[src/rtl/tempsens_cal_tx.sv]
// tempsens_cal_tx: framed MSB-first serial transmitter for the temperature-sensor calibration port.
// All outputs are registered from the next-state values, so nothing is combinational from inputs.
module tempsens_cal_tx #(
    parameter int DATA_W  = 16,
    parameter int CLK_DIV = 4
) (
    input  logic              CLK,
    input  logic              RESET,
    input  logic              START,
    input  logic [DATA_W-1:0] DATA,
    output logic              READY,
    output logic              DONE,
    output logic              CAL_CLK,
    output logic              CAL_DAT,
    output logic              CAL_ENA
);
    localparam int CW = $clog2(CLK_DIV + 1);
    localparam int BW = $clog2(DATA_W + 1);
    localparam logic [CW-1:0] CMAX = CW'(CLK_DIV - 1);

    typedef enum logic [1:0] {IDLE, LO, HI, TAIL} state_t;

    state_t            state_q, state_d;
    logic [CW-1:0]     cnt_q, cnt_d;
    logic [BW-1:0]     bit_q, bit_d;
    logic [DATA_W-1:0] sh_q, sh_d;
    logic              ready_q, ready_d;
    logic              done_q, done_d;
    logic              clk_q, clk_d;
    logic              dat_q, dat_d;
    logic              ena_q, ena_d;
    logic              last;

    always_ff @(posedge CLK or posedge RESET) begin
        if (RESET) begin
            state_q <= IDLE;
            cnt_q   <= '0;
            bit_q   <= '0;
            sh_q    <= '0;
            ready_q <= 1'b0;
            done_q  <= 1'b0;
            clk_q   <= 1'b0;
            dat_q   <= 1'b0;
            ena_q   <= 1'b0;
        end else begin
            state_q <= state_d;
            cnt_q   <= cnt_d;
            bit_q   <= bit_d;
            sh_q    <= sh_d;
            ready_q <= ready_d;
            done_q  <= done_d;
            clk_q   <= clk_d;
            dat_q   <= dat_d;
            ena_q   <= ena_d;
        end
    end

    // ready_q gates acceptance so START is ignored in the cycle right after reset release
    always_comb begin
        last    = cnt_q == CMAX;
        state_d = state_q;
        bit_d   = bit_q;
        sh_d    = sh_q;
        cnt_d   = (state_q == IDLE || last) ? '0 : cnt_q + 1'b1;
        case (state_q)
            IDLE: if (START && ready_q) begin
                state_d = LO;
                sh_d    = DATA;
                bit_d   = BW'(DATA_W - 1);
            end
            LO:   state_d = last ? HI : LO;
            HI:   if (last) begin
                state_d = (bit_q == '0) ? TAIL : LO;
                bit_d   = (bit_q == '0) ? bit_q : bit_q - 1'b1;
                sh_d    = (bit_q == '0) ? sh_q : sh_q << 1;
            end
            TAIL: state_d = last ? IDLE : TAIL;
        endcase
    end

    always_comb begin
        ready_d = state_d == IDLE;
        done_d  = state_q == TAIL && state_d == IDLE;
        ena_d   = state_d != IDLE;
        clk_d   = state_d == HI;
        dat_d   = (state_d == LO || state_d == HI) && sh_d[DATA_W-1];
    end

    assign READY   = ready_q;
    assign DONE    = done_q;
    assign CAL_CLK = clk_q;
    assign CAL_DAT = dat_q;
    assign CAL_ENA = ena_q;
endmodule

[config.mk]
export PLATFORM = sky130hd
export DESIGN_NAME = tempsens_cal_tx
export DESIGN_NICKNAME = d
export VERILOG_FILES = /design/src/rtl/tempsens_cal_tx.sv
export SDC_FILE = /design/constraint.sdc
export NUM_CORES = 1
export LEC_CHECK = 0
export CORE_MARGIN = 10
export CORE_UTILIZATION = 50
export DETAILED_ROUTE_END_ITERATION = 10
export GPL_TIMING_DRIVEN = 1
export PLACE_DENSITY = 0.76
export SLEW_MARGIN = 5
export SYNTH_ARGS = -nofsm -noshare
export SYNTH_HDL_FRONTEND = slang
export SYNTH_SLANG_ARGS = --single-unit
export TNS_END_PERCENT = 30
[constraint.sdc]
create_clock -name CLK -period 3.4 [get_ports CLK]
set_clock_uncertainty 0.1 [all_clocks]
set_input_delay 0.51 -clock CLK [delete_from_list [all_inputs] [get_ports CLK]]
set_output_delay 0.51 -clock CLK [all_outputs]
set_load 0.005 [all_outputs]
==> impl_metrics.ini, run 1 <==
[yosys]
synth_nets = 153
syn_area_um2 = 1470
synthTopCellsByCount = dfrtp_1 (31), and3_1 (16), a221o_1 (14)
ys_top_cells_by_area = dfrtp_1 (53%), a221o_1 (9.5%), and3_1 (6.8%)
synthArstFlopShare_pct = 100
synth_top_cell_by_area = dfrtp_1
yosysSeqAreaShare_pct = 52.7
synth.top_cell.area_share_pct = 52.7
synthCells = 126
synth.most_common_cell = dfrtp_1
syn_area_per_cell_um2 = 11.7
ys_warn_count = 0
ys_ff_latch = 31
synth_flop_cell = dfrtp_1
ys_types = 34
synth-edff-count = 0

[floorplan]
die_area_um2 = 5510
ios = 24
coreArea_um2 = 2780
fp.dieW_um = 74.2
die_y_um = 74.2
rows = 19
start_util_pct = 52.9

[pwr]
power_mw = 1.27
ir_drop_v = 0.000475
p_per_area_nw_per_um2 = 718
leakagePower_nw = 0.875

[setup_path]
critPathCaptureType = flop
critPathMaxStageDelay_ns = 0.60
cpLargestDelayFamily = simple AND/OR/NAND/NOR gates
path_cells = inv_1, ha_1, or4b_4, o21ai_0, a21oi_1, ha_1, o31a_2
slowest_stage = or4b_4
cp-start-kind = flop
crit_top_cell = ha_1
arrival_ns = 2.44
crit_fanout = 22
critPathBufInv = 1
critPathRequiredTime_ns = 3.53
crit_type = flop to flop

[cells_and_area]
fillerInstances = 223
final_layout_size_suffix_gt1_share_pct = 9.33
area_delta_synth_final_pct = 20.6
num_antenna_cells = 0
multiInputGateArea_um2 = 619
seqCellArea_um2 = 776
fin_nets = 176

[timing]
min_period_ns = 2.31
finalCritPeriodShare_pct = 68.0
slew_headroom_pct = 55.6
worst_slew_pin_slew_ns = 0.665
final-hold-violation-count = 0
rsz0062_at_grt = false
fin_tns_setup_ns = 0
setup_viol = 0
slew_viol_final = 0
fmax_mhz = 433

[routing]
dr_total_vias = 1050
drtIter0Drc = 129
drcViolationCount = 0
via_per_inst = 5.80
ant_nets = 0
firstDrtPassIters = 4
wirelength_um = 2900
wl_per_cell_um = 16.0

[clock_network]
cts_inserted_buffers = 5
clk_pin_slew_worst_paths_ns = 0.09
cts_root_buffer = clkbuf_4
ctsHoldBuffers = 0
clock_sinks = 31
ctsResizeCount = 0
clk_latency_ns = 0.34
htree_levels = 2
clockBufferDepth = 2
post_cts_buffers = 0
cts_tree = built

[grt]
grtUsageTotal_pct = 11.6
grt_util_met2_pct = 17.9
gr-total-overflow = 0
gr-usage-met1_pct = 13.7
grt_use_met3_pct = 3.59
grt_pass1_wl_um = 4940
antenna_found_initial = 0
grt_max_degree = 32
top_usage_layer = met2
grt_pass1_vias = 1122

[worst_hold_path]
hp-class = flop to flop

[placement]
hpwl_um = 1940
portBuffers = 23
routabilityCongestion = 0.813

[flow_run]
maxCapViolCount = 0

[status]
outcome = finished, final reports clean
==> through the flow <==
stage / instance area (um2) / utilization (%) / cells / worst slack, ns / hold WS, ns
CTS: 1770 / 63.8 / 181 / 1.10 / 0.341
global placement: 1710 / 61.3 / 173 / 1.18 / 0.320
finish: 1770 / 63.8 / 181 / 1.09 / 0.341
detailed placement: 1710 / 61.3 / 173 / 1.12 / 0.329
floorplan: 1470 / - / 126 / 1.25 / 0.310
global route: 1770 / 63.8 / 181 / 0.970 / 0.367
==> kinds of logic (layout without fill, tap and decap cells) <==
logic type	after synthesis	in the layout	synth area share, %
DFF	31	31	52.7
buffers and inverters	16	40	6.21
muxes	2	2	1.36
and+or+nand+nor	39	39	15.8
adders and majority gates	8	8	6.80
AOI/OAI and AO/OA	30	30	17.1
==> metal layers <==
| layer | routed length (um) | vias up |
|---|---|---|
| met3 | 165 | 8 |
| met5 | 0 | - |
| met1 | 1370 | 499 |
| li1 | - | 514 |
| met4 | 77 | 0 |
| met2 | 1300 | 29 |
==> worst reg2reg max path, stage by stage (launching register included) <==
cell and delay (ns):
dfrtp_1 0.38, inv_1 0.12, ha_1 0.19, or4b_4 0.60, o21ai_0 0.26, a21oi_1 0.13
ha_1 0.30, o31a_2 0.12
==> path summary, 6_finish.rpt <==
kind	start	endpoint	slack, ns	cells past startpoint
min in group asynchronous	RESET	sh_q[14]	0.43	3
max in group asynchronous	RESET	sh_q[6]	2.48	3
hold / removal	cnt_q[0]	cnt_q[0]	0.34	1
setup / recovery	bit_q[0]	CAL_DAT	1.09	7
setup reg to reg	bit_q[0]	CAL_DAT	1.09	7
hold reg to reg	cnt_q[0]	cnt_q[0]	0.34	1
==> power breakdown <==
group | internal, mW | switching, mW
Combinational | 0.229 | 0.175
Sequential | 0.522 | 0.102
Clock | 0.122 | 0.124
==> cell usage in the layout (no fill, tap or decap) <==
cell and instances:
nor2_1 8, a211oi_1 2, and3b_1 1, a21o_1 1
a21oi_1 5, a221o_1 14, nand2_1 2, a31oi_1 1
nand3_1 1, a21oi_4 1, nand3b_1 1, o21ai_0 3
o31a_2 1, nand2b_1 1, mux2i_1 2, buf_4 2
and2_1 1, inv_1 7, nand4_1 1, a311oi_1 1
nor4bb_4 1, o21bai_1 1, or2_2 1, ha_1 8
and3_1 16, nor3_1 2, clkbuf_1 1, clkbuf_4 5
clkdlybuf4s50_1 23, dfrtp_1 31, or4b_4 1, nor4b_1 1
or3_1 1, clkbuf_8 2
==> final cells by class <==
type,instances,share of cell area [%]
flip-flops and latches,31,43.7
well taps,31,2.19
multi-input cells,79,34.9
inverters,7,1.48
repair buffers,25,13.8
clock buffers,8,3.88
==> registers in the layout (all words and copies together) (netlist names) <==
name / cells
sh_q: 16
bit_q: 5
cnt_q: 3
state_q: 2
CAL_CLK: 1
CAL_DAT: 1
CAL_ENA: 1
DONE: 1
READY: 1
No activity file was read; power rests on OpenSTA's default activity.
==> run 2: changes to the inputs <==
--- a/config.mk
+++ b/config.mk
@@ -6,10 +6,10 @@
 export NUM_CORES = 1
 export LEC_CHECK = 0
 export CORE_MARGIN = 10
-export CORE_UTILIZATION = 50
+export CORE_UTILIZATION = 47
 export DETAILED_ROUTE_END_ITERATION = 10
 export GPL_TIMING_DRIVEN = 1
-export PLACE_DENSITY = 0.76
+export PLACE_DENSITY = 0.75
 export SLEW_MARGIN = 5
 export SYNTH_ARGS = -nofsm -noshare
 export SYNTH_HDL_FRONTEND = slang
==> constraint.sdc (replaced) <==
create_clock -name CLK -period 2.1 [get_ports CLK]
set_clock_uncertainty 0.1 [all_clocks]
set_input_delay 0.315 -clock CLK [delete_from_list [all_inputs] [get_ports CLK]]
set_output_delay 0.315 -clock CLK [all_outputs]
set_load 0.005 [all_outputs]
==> impl_metrics.ini, run 2 (synthesized netlist as in run 1, its figures left out) <==
[clock_network]
clk_latency_ns = 0.33
htree_levels = 2
clock_sinks = 31
ctsHoldBuffers = 0
cts_root_buffer = clkbuf_4
clk_pin_slew_worst_paths_ns = 0.09
clockBufferDepth = 2
cts_inserted_buffers = 5
cts_tree = built

[pwr]
power_mw = 2.10
ir_drop_v = 0.000443
p_per_area_nw_per_um2 = 1120
leakagePower_nw = 0.922

[routing]
dr_total_vias = 1097
wl_per_cell_um = 15.2
drtIter0Drc = 66
ant_nets = 0
firstDrtPassIters = 4
drcViolationCount = 0
wirelength_um = 3060
via_per_inst = 5.43

[timing]
min_period_ns = 2.03
setup_viol = 0
worst_slew_pin_slew_ns = 0.511
fmax_mhz = 492
final-hold-violation-count = 0
slew_headroom_pct = 65.5
finalCritPeriodShare_pct = 96.7
slew_viol_final = 0
fin_tns_setup_ns = 0

[placement]
portBuffers = 23
routabilityCongestion = 0.761
dp_cells = 194
place_area_um2 = 1790
hpwl_um = 2150

[setup_path]
crit_fanout = 6
critPathRequiredTime_ns = 2.22
crit_type = flop to flop
arrival_ns = 2.15
critPathCaptureType = flop
cp-start-kind = flop

[floorplan]
coreArea_um2 = 3030
die_y_um = 76.0
die_area_um2 = 5770
rows = 20
ios = 24
start_util_pct = 48.6
fp.dieW_um = 76.0

[grt]
grt_pass1_vias = 1078
gr-total-overflow = 0
grt_max_degree = 32
grtUsageTotal_pct = 10.6
antenna_found_initial = 0
grt_pass1_wl_um = 5040

[cells_and_area]
final_cell_mix = dfrtp_1 (31), clkdlybuf4s50_1 (23), and3_1 (16)
regMostFlops = sh_q
final_design_area_no_fill_um2 = 1870
reg_top3 = sh_q: 16 flops, bit_q: 5 flops, cnt_q: 3 flops
fin_nets = 185
fillerInstances = 255
final_layout_size_suffix_gt1_share_pct = 16.5
final_common_cell = dfrtp_1
area_delta_synth_final_pct = 27.0
num_antenna_cells = 0
layout.cells.non_filler = 202
largest_reg_flops = 16

[flow_run]
maxCapViolCount = 0

[worst_hold_path]
hp-class = input pin to asynchronous set/reset pin

[status]
outcome = finished, final reports clean
## run 2: cell count changes in the layout (fill, tap and decap cells not counted)
cell      previous run  this run
buf_4                2         9
a21oi_1              5         4
a21oi_2              0         1
buf_12               0         1
buf_6                0         1
clkbuf_1             1         0
clkbuf_8             2         1
clkinv_2             0         1
inv_1                7         6
inv_2                0         1
o21ai_0              3         2
o21ai_2              0         1
## run 2: final timing paths
path / slack [ns] / depth (start not counted) / end / from
max in group asynchronous: 1.35 / 3 / sh_q[5] / RESET
worst min-delay path: 0.26 / 3 / CAL_CLK / RESET
worst min register to register: 0.33 / 1 / cnt_q[0] / cnt_q[0]
worst max-delay path: 0.07 / 7 / CAL_DAT / bit_q[0]
min in group CLK: 0.33 / 1 / cnt_q[0] / cnt_q[0]
worst max register to register: 0.07 / 7 / CAL_DAT / bit_q[0]
## run 2: through the flow
| stage | utilization (%) | setup slack, ns | hold slack (ns) |
|---|---|---|---|
| 5_1_grt | 61.7 | -0.0319 | 0.295 |
| 3_5_place_dp | 59.3 | 0.0208 | 0.322 |
| 2_1_floorplan | - | 0.0123 | 0.310 |
| 4_1_cts | 61.1 | 0.00142 | 0.271 |
| 3_3_place_gp | 59.3 | 0.0912 | 0.319 |
| 6_report | 61.7 | 0.0688 | 0.257 |
## run 2: final cells by class
class                           count  area, um2  share of cell area (%)
Tap cell                           44       55.1                    2.95
Timing Repair Buffer               34        329                    17.6
Inverter                            7       26.3                    1.41
Clock inverter                      1       5.00                   0.268
Multi-Input combinational cell     79        627                    33.5
Sequential cell                    31        776                    41.5
Clock buffer                        6       51.3                    2.74
## run 2: repair_timing
item	CTS	global route
gates resized for setup	0	4
setup buffers	0	1
endpoints found under the setup margin	0	16
## run 2: power by group
group	leakage, nW	internal, mW	switching [mW]	total (mW)
Combinational	0.510	0.424	0.339	0.763
Sequential	0.377	0.846	0.137	0.983
Clock	0.0341	0.155	0.195	0.350
## run 2: critical path, cell delays in order, from the launching register on
cell and delay (ns):
dfrtp_1 0.40, inv_2 0.08, ha_1 0.16, or4b_4 0.51
o21ai_2 0.19, a21oi_2 0.10, ha_1 0.27, o31a_2 0.11
## run 2: routing by layer
| metal | vias up | part of all wire [%] | global-route usage (%) |
|---|---|---|---|
| li1 | 529 | - | - |
| met1 | 538 | 47 | 12.9 |
| met2 | 24 | 48 | 16.2 |
| met3 | 6 | 2.8 | 2.71 |
| met4 | 0 | 2.2 | 6.82 |
| met5 | - | 0 | 0 |
